==> config.mk <==
export PLATFORM = sky130hd
export DESIGN_NAME = uart_tx_fifo_flat
export DESIGN_NICKNAME = d
export VERILOG_FILES = /design/src/rtl/uart_tx_fifo_if.sv /design/src/rtl/uart_tx_fifo.sv /design/src/flat_wrapper.sv
export SDC_FILE = /design/constraint.sdc
export NUM_CORES = 1
export LEC_CHECK = 0
export ABC_AREA = 1
export BUFFER_PORTS_ARGS = -buffer_cell sky130_fd_sc_hd__buf_2
export CAP_MARGIN = 20
export CORE_UTILIZATION = 45
export DETAILED_ROUTE_END_ITERATION = 6
export PLACE_DENSITY_LB_ADDON = 0.3
export SLEW_MARGIN = 15
export SYNTH_ARGS = -nofsm -noshare
export SYNTH_HDL_FRONTEND = slang
export SYNTH_SLANG_ARGS = --single-unit
export TNS_END_PERCENT = 100
==> constraint.sdc <==
create_clock -name CLK -period 7.7 [get_ports CLK]
set_clock_uncertainty 0.2 [all_clocks]
set_input_delay 1.54 -clock CLK [delete_from_list [all_inputs] [get_ports CLK]]
set_output_delay 1.54 -clock CLK [all_outputs]
set_load 0.005 [all_outputs]
==> src/rtl/uart_tx_fifo_if.sv <==
// Write-side handshake for the UART transmitter FIFO.
// A word moves on any CLK edge where wr_valid && wr_ready.
interface uart_tx_fifo_if #(
  parameter int DATA_BITS = 8
);
  logic [DATA_BITS-1:0] wr_data;
  logic                 wr_valid;
  logic                 wr_ready;

  modport master (
    output wr_data,
    output wr_valid,
    input  wr_ready
  );

  modport slave (
    input  wr_data,
    input  wr_valid,
    output wr_ready
  );
endinterface

==> src/rtl/uart_tx_fifo.sv <==
// UART transmitter fed by a circular write FIFO.
// Frames go out back to back while words are queued.
module uart_tx_fifo #(
  parameter int CLKS_PER_BIT = 868,
  parameter int DATA_BITS    = 8,
  parameter int PARITY       = 0,
  parameter int STOP_BITS    = 1,
  parameter int FIFO_DEPTH   = 16
) (
  input  logic                          CLK,
  input  logic                          RST,
  uart_tx_fifo_if.slave                 wr,
  output logic [$clog2(FIFO_DEPTH):0]   level,
  output logic                          busy,
  output logic                          idle,
  output logic                          frame_done,
  output logic                          overflow,
  output logic                          txd
);
  localparam int AW = $clog2(FIFO_DEPTH);
  localparam int CW = $clog2(CLKS_PER_BIT);
  localparam int IW = $clog2(DATA_BITS);

  typedef enum logic [2:0] {
    IDLE, START, DATA, PAR, STOP
  } state_t;

  logic [DATA_BITS-1:0] mem [FIFO_DEPTH];
  logic [AW:0]          wr_ptr, rd_ptr;
  logic [DATA_BITS-1:0] head;
  logic                 full, push, pop;

  state_t               state, state_n;
  logic [CW-1:0]        cnt, cnt_n;
  logic [IW-1:0]        idx, idx_n;
  logic [DATA_BITS-1:0] sh, sh_n;
  logic                 par, par_n;
  logic                 txd_n, done_n, tick;

  assign level       = wr_ptr - rd_ptr;
  assign full        = level == (AW+1)'(FIFO_DEPTH);
  assign wr.wr_ready = !full;
  assign push        = wr.wr_valid && !full;
  assign head        = mem[rd_ptr[AW-1:0]];
  assign busy        = state != IDLE;
  assign idle        = !busy && level == '0;
  assign tick        = cnt == CW'(CLKS_PER_BIT - 1);

  always_ff @(posedge CLK) begin
    if (push) mem[wr_ptr[AW-1:0]] <= wr.wr_data;
  end

  always_ff @(posedge CLK) begin
    if (RST) begin
      wr_ptr   <= '0;
      rd_ptr   <= '0;
      overflow <= 1'b0;
    end else begin
      if (push) wr_ptr <= wr_ptr + (AW+1)'(1);
      if (pop)  rd_ptr <= rd_ptr + (AW+1)'(1);
      if (wr.wr_valid && full) overflow <= 1'b1;
    end
  end

  always_ff @(posedge CLK) begin
    if (RST) begin
      state      <= IDLE;
      cnt        <= '0;
      idx        <= '0;
      sh         <= '0;
      par        <= 1'b0;
      txd        <= 1'b1;
      frame_done <= 1'b0;
    end else begin
      state      <= state_n;
      cnt        <= cnt_n;
      idx        <= idx_n;
      sh         <= sh_n;
      par        <= par_n;
      txd        <= txd_n;
      frame_done <= done_n;
    end
  end

  always_comb begin
    state_n = state;
    cnt_n   = cnt;
    idx_n   = idx;
    sh_n    = sh;
    par_n   = par;
    txd_n   = txd;
    done_n  = 1'b0;
    pop     = 1'b0;
    unique case (state)
      IDLE: begin
        txd_n = 1'b1;
        cnt_n = '0;
        if (level != '0) begin
          pop     = 1'b1;
          sh_n    = head;
          par_n   = (PARITY == 1) ? ~^head : ^head;
          state_n = START;
          txd_n   = 1'b0;
        end
      end
      START: begin
        cnt_n = cnt + CW'(1);
        if (tick) begin
          cnt_n   = '0;
          idx_n   = '0;
          state_n = DATA;
          txd_n   = sh[0];
        end
      end
      DATA: begin
        cnt_n = cnt + CW'(1);
        if (tick) begin
          cnt_n = '0;
          if (idx == IW'(DATA_BITS - 1)) begin
            idx_n = '0;
            if (PARITY != 0) begin
              state_n = PAR;
              txd_n   = par;
            end else begin
              state_n = STOP;
              txd_n   = 1'b1;
            end
          end else begin
            idx_n = idx + IW'(1);
            sh_n  = sh >> 1;
            txd_n = sh[1];
          end
        end
      end
      PAR: begin
        cnt_n = cnt + CW'(1);
        if (tick) begin
          cnt_n   = '0;
          idx_n   = '0;
          state_n = STOP;
          txd_n   = 1'b1;
        end
      end
      STOP: begin
        cnt_n = cnt + CW'(1);
        if (tick) begin
          cnt_n = '0;
          if (idx == IW'(STOP_BITS - 1)) begin
            done_n = 1'b1;
            idx_n  = '0;
            // chain straight into the next frame when a word waits
            if (level != '0) begin
              pop     = 1'b1;
              sh_n    = head;
              par_n   = (PARITY == 1) ? ~^head : ^head;
              state_n = START;
              txd_n   = 1'b0;
            end else begin
              state_n = IDLE;
              txd_n   = 1'b1;
            end
          end else begin
            idx_n = idx + IW'(1);
          end
        end
      end
      default: begin
        state_n = IDLE;
        txd_n   = 1'b1;
      end
    endcase
  end
endmodule

==> src/flat_wrapper.sv <==
// flat-port wrapper written by rule: the top's interface ports become plain ports
module uart_tx_fifo_flat 
#(
  parameter int CLKS_PER_BIT = 868,
  parameter int DATA_BITS    = 8,
  parameter int PARITY       = 0,
  parameter int STOP_BITS    = 1,
  parameter int FIFO_DEPTH   = 16
)
  (CLK, RST, level, busy, idle, frame_done, overflow, txd, wr_wr_data, wr_wr_valid, wr_wr_ready);
  uart_tx_fifo_if #(.DATA_BITS(DATA_BITS)) wr_i ();
  input  logic CLK;
  input  logic RST;
  output logic [$clog2(FIFO_DEPTH):0] level;
  output logic busy;
  output logic idle;
  output logic frame_done;
  output logic overflow;
  output logic txd;
  input wire logic [$bits(wr_i.wr_data)-1:0] wr_wr_data;
  input wire logic [$bits(wr_i.wr_valid)-1:0] wr_wr_valid;
  output wire logic [$bits(wr_i.wr_ready)-1:0] wr_wr_ready;
  assign wr_i.wr_data = wr_wr_data;
  assign wr_i.wr_valid = wr_wr_valid;
  assign wr_wr_ready = wr_i.wr_ready;
  uart_tx_fifo #(.CLKS_PER_BIT(CLKS_PER_BIT), .DATA_BITS(DATA_BITS), .PARITY(PARITY), .STOP_BITS(STOP_BITS), .FIFO_DEPTH(FIFO_DEPTH)) u_core (.CLK(CLK), .RST(RST), .wr(wr_i), .level(level), .busy(busy), .idle(idle), .frame_done(frame_done), .overflow(overflow), .txd(txd));
endmodule
==> impl_metrics.toml <==
[critical_path]
required_ps = 5960
reg2reg_depth = 13
path_class = "reg2out"
worst-path-buf-inv = 4
crit_path_start_kind = "flip-flop"
critPathSlowestCell = "fa_1"
reg2reg_slack_ps = 4410
r2r_end = "u_core.mem[12][1]$_DFFE_PP_"
worstPathMaxFanout = 5
critPathMostFrequentCell = "inv_1"
r2r-start = "u_core.wr_ptr[0]$_SDFFE_PP0P_"
arrival_ps = 2660
max_stage_delay_ps = 510
endpoint_kind = "output port"
crit_family = "simple AND/OR/NAND/NOR gates"
worstPathCellList = "inv_1, ha_1, inv_1, fa_1, or2_4, nor2_8, nand3_4, nor2_8, nand3_1, inv_1, buf_2"

[clock_tree]
h-tree-depth = 4
cts_tree = "done"
hold_buffers = 0
cts_buffers = 17
clk_latency_ps = 430
post_cts_buffers = 0
postCtsResizedCells = 0
cts_buffer_depth = 2
cts_root_buf = "clkbuf_16"
path_clk_slew_ps = 60
cts_sinks = 169

[global_routing]
grt_start_max_net_pins = 67
grt_pass1_vias = 5278
grt_pass1_wl_um = 26830
grt_antenna_before_repair = 0
gr-total-overflow = 0
track_usage_pct = 19.72

[floorplan]
core_mm2 = 0.01682
die_w_um = 134.0
dieArea_mm2 = 0.01796
start_util_pct = 46.62
rows = 47
ios = 22
die_h_um = 134.0

[placed_design]
placed_cells = 1060
dp_hpwl_um = 10530
place_congestion = 0.7936
place_area_mm2 = 0.008089
io_buffers = 21

[routing]
routed_wl_um = 16460
first_pass_iters = 5
ant_nets = 0
wl_per_cell_um = 15.05
vias = 5473
drt_iter0_markers = 434
drc_errors = 0
viasPerCell = 5.007

[sta]
rsz0062_at_grt = "false"
worst_slew_pin_slew_ps = 832.1
min_period_ps = 4401
fin_tns_setup_ps = 0
hold_violations = 0
setup_violations = 0
max_freq_mhz = 227.2
fin_crit_sh_pct = 57.15
relSlewSlack_pct = 44.32
hold_ws_ps = 249.9
slew_violations = 0

[layout]
antenna_cells = 0
final_cells = 1093
final_nets = 885
seq_area_mm2 = 0.004666
fin_area_mm2 = 0.008692
area_growth_pct = 10.85
drive_gt1_share_pct = 11.11
multi_input_area_mm2 = 0.002557
fill_cells = 1566

[power_and_ir_drop]
p_per_area_mw_per_mm2 = 332.6
pwr-share-seq_pct = 37.7
leakagePower_uw = 0.003633
worst_ir_drop_vdd_uv = 228.9
combPwrFrac_pct = 33.3
p_sw_uw = 1054
switching_share_pct = 36.46
clkPwrFrac_pct = 29.0
p_int_uw = 1837
totalPowerFinal_uw = 2891

[logic_synthesis]
synth_nets = 870
synthFlopType = "edfxtp_1"
synth_cells = 845
seq_area_frac_synth_pct = 59.49
avgSynthCellArea_um2 = 9.280
synth_edf_count = 128
synth-async-reset-ratio_pct = 0
ys_seq_elements = 169
synthDistinctLibCells = 36
synthesis.area_mm2 = 0.007841
ys_warn_count = 0

[worst_hold_path]
hold_path_depth = 2
hold_path_startpoint = "u_core.overflow$_SDFFE_PP0P_"
min_path_type = "reg2reg"
worstHoldEndpoint = "u_core.overflow$_SDFFE_PP0P_"

[flow_run]
max_cap_viol_count = 0

[outcome]
status = "finished, final reports clean"
power by group through the flow:
stage	registers [uW]	logic [uW]	clock network, uW
detailed placement	1110	962	0
global route	1100	1090	884
finish	1090	964	837
global placement	1110	960	0
floorplan	1100	746	0
CTS	1090	966	850
layout by cell type, fill, tap and decap left out, types with 2 or more instances in the layout:
cell       synthesis  layout
inv_2             12      12
nand2_4            3       3
o21ai_0           17      17
edfxtp_1         128     128
inv_1            112     112
dfxtp_1           41      40
nand3_4            2       2
nor2_4             4       4
a211oi_1           3       3
clkbuf_16          0      17
clkinv_1           2       4
o21ai_1           17      17
inv_6              0       5
buf_2             14      21
nand2_2            7       7
nand2_1          220     220
xor2_1             2       2
buf_4              4       3
a21oi_1           37      37
nor2_1            67      67
nor2_8             2       2
clkinv_2           0       4
nor2_2             4       4
nand4_1            5       5
nand3_1          102     102
ha_1              13      13
nor3_2             1       3
o211ai_1           3       3
nor3_1             5       3
bufinv_16          0       2
area by class of cell:
class                      instances  share of cell area [%]
clock buffer                      17                   4.894
clock inverter                    15                   1.699
inverter                         126                   5.441
multi-input combinational        521                   29.42
sequential                       169                   53.68
tap                              220                   3.167
timing repair buffer              25                   1.699
flip-flops by register name (all words and copies together) (netlist names), named ones only:
| signal | count |
|---|---|
| u_core.frame_done | 1 |
| u_core.sh | 8 |
| u_core.idx | 3 |
| u_core.mem | 128 |
| u_core.rd_ptr | 5 |
| u_core.txd | 1 |
| u_core.overflow | 1 |
| u_core.wr_ptr | 5 |
| u_core.cnt | 10 |
| u_core.state | 3 |
cells in the mapped netlist (5+ instances only):
library cell    n  area [um^2]
nand2_1       220        825.8
edfxtp_1      128         3844
inv_1         112        420.4
nand3_1       102        510.5
nor2_1         67        251.5
dfxtp_1        41        820.8
a21oi_1        37        185.2
o21ai_0        17        85.08
o21ai_1        17        85.08
buf_2          14        70.07
ha_1           13        162.7
inv_2          12        45.04
clkbuf_1        8        30.03
nand2_2         7        43.79
nand4_1         5        31.28
nor3_1          5        25.02
tightest hold or removal path, delay by kind of cell (launching register included):
| family | cells | cell delay (ps) |
|---|---|---|
| AO/OA/AOI/OAI | 1 | 50 |
| buffers and inverters | 1 | 40 |
| flip-flops | 1 | 310 |
per-layer routing:
metal / share of wire [%] / routed length (um) / track usage, %
met5: 0 / 0 / 0
met4: 2.0 / 334 / 7.891
met3: 4.5 / 737 / 3.704
met2: 46 / 7508 / 31.12
met1: 48 / 7875 / 26.83
cell families after synthesis:
group | after synthesis | synth area share, %
and+or+nand+nor | 426 | 24.49
DFF | 169 | 59.49
buffers and inverters | 155 | 8.026
AOI/OAI and AO/OA | 79 | 5.441
adders and majority gates | 14 | 2.330
xor gates and xnor gates | 2 | 0.2234
through the flow:
stage	setup WS, ps	utilization (%)
2_1_floorplan	3975	-
4_1_cts	3254	51.50
3_5_place_dp	3729	48.10
3_3_place_gp	3771	48.10
5_1_grt	3112	51.68
6_report	3299	51.68
worst max-delay path by stage:
stage                                              from  endpoint  slack, ps  cells after the start
final                     u_core.wr_ptr[0]$_SDFFE_PP0P_      idle       3300                     11
after global placement    u_core.wr_ptr[0]$_SDFFE_PP0P_      idle       3770                     11
after CTS                 u_core.wr_ptr[0]$_SDFFE_PP0P_      idle       3250                     11
after detailed placement  u_core.wr_ptr[0]$_SDFFE_PP0P_      idle       3730                     11
after global routing      u_core.wr_ptr[0]$_SDFFE_PP0P_      idle       3110                     11
after floorplan           u_core.wr_ptr[0]$_SDFFE_PP0P_      idle       3980                     10
No activity file was read; power rests on OpenSTA's default activity.
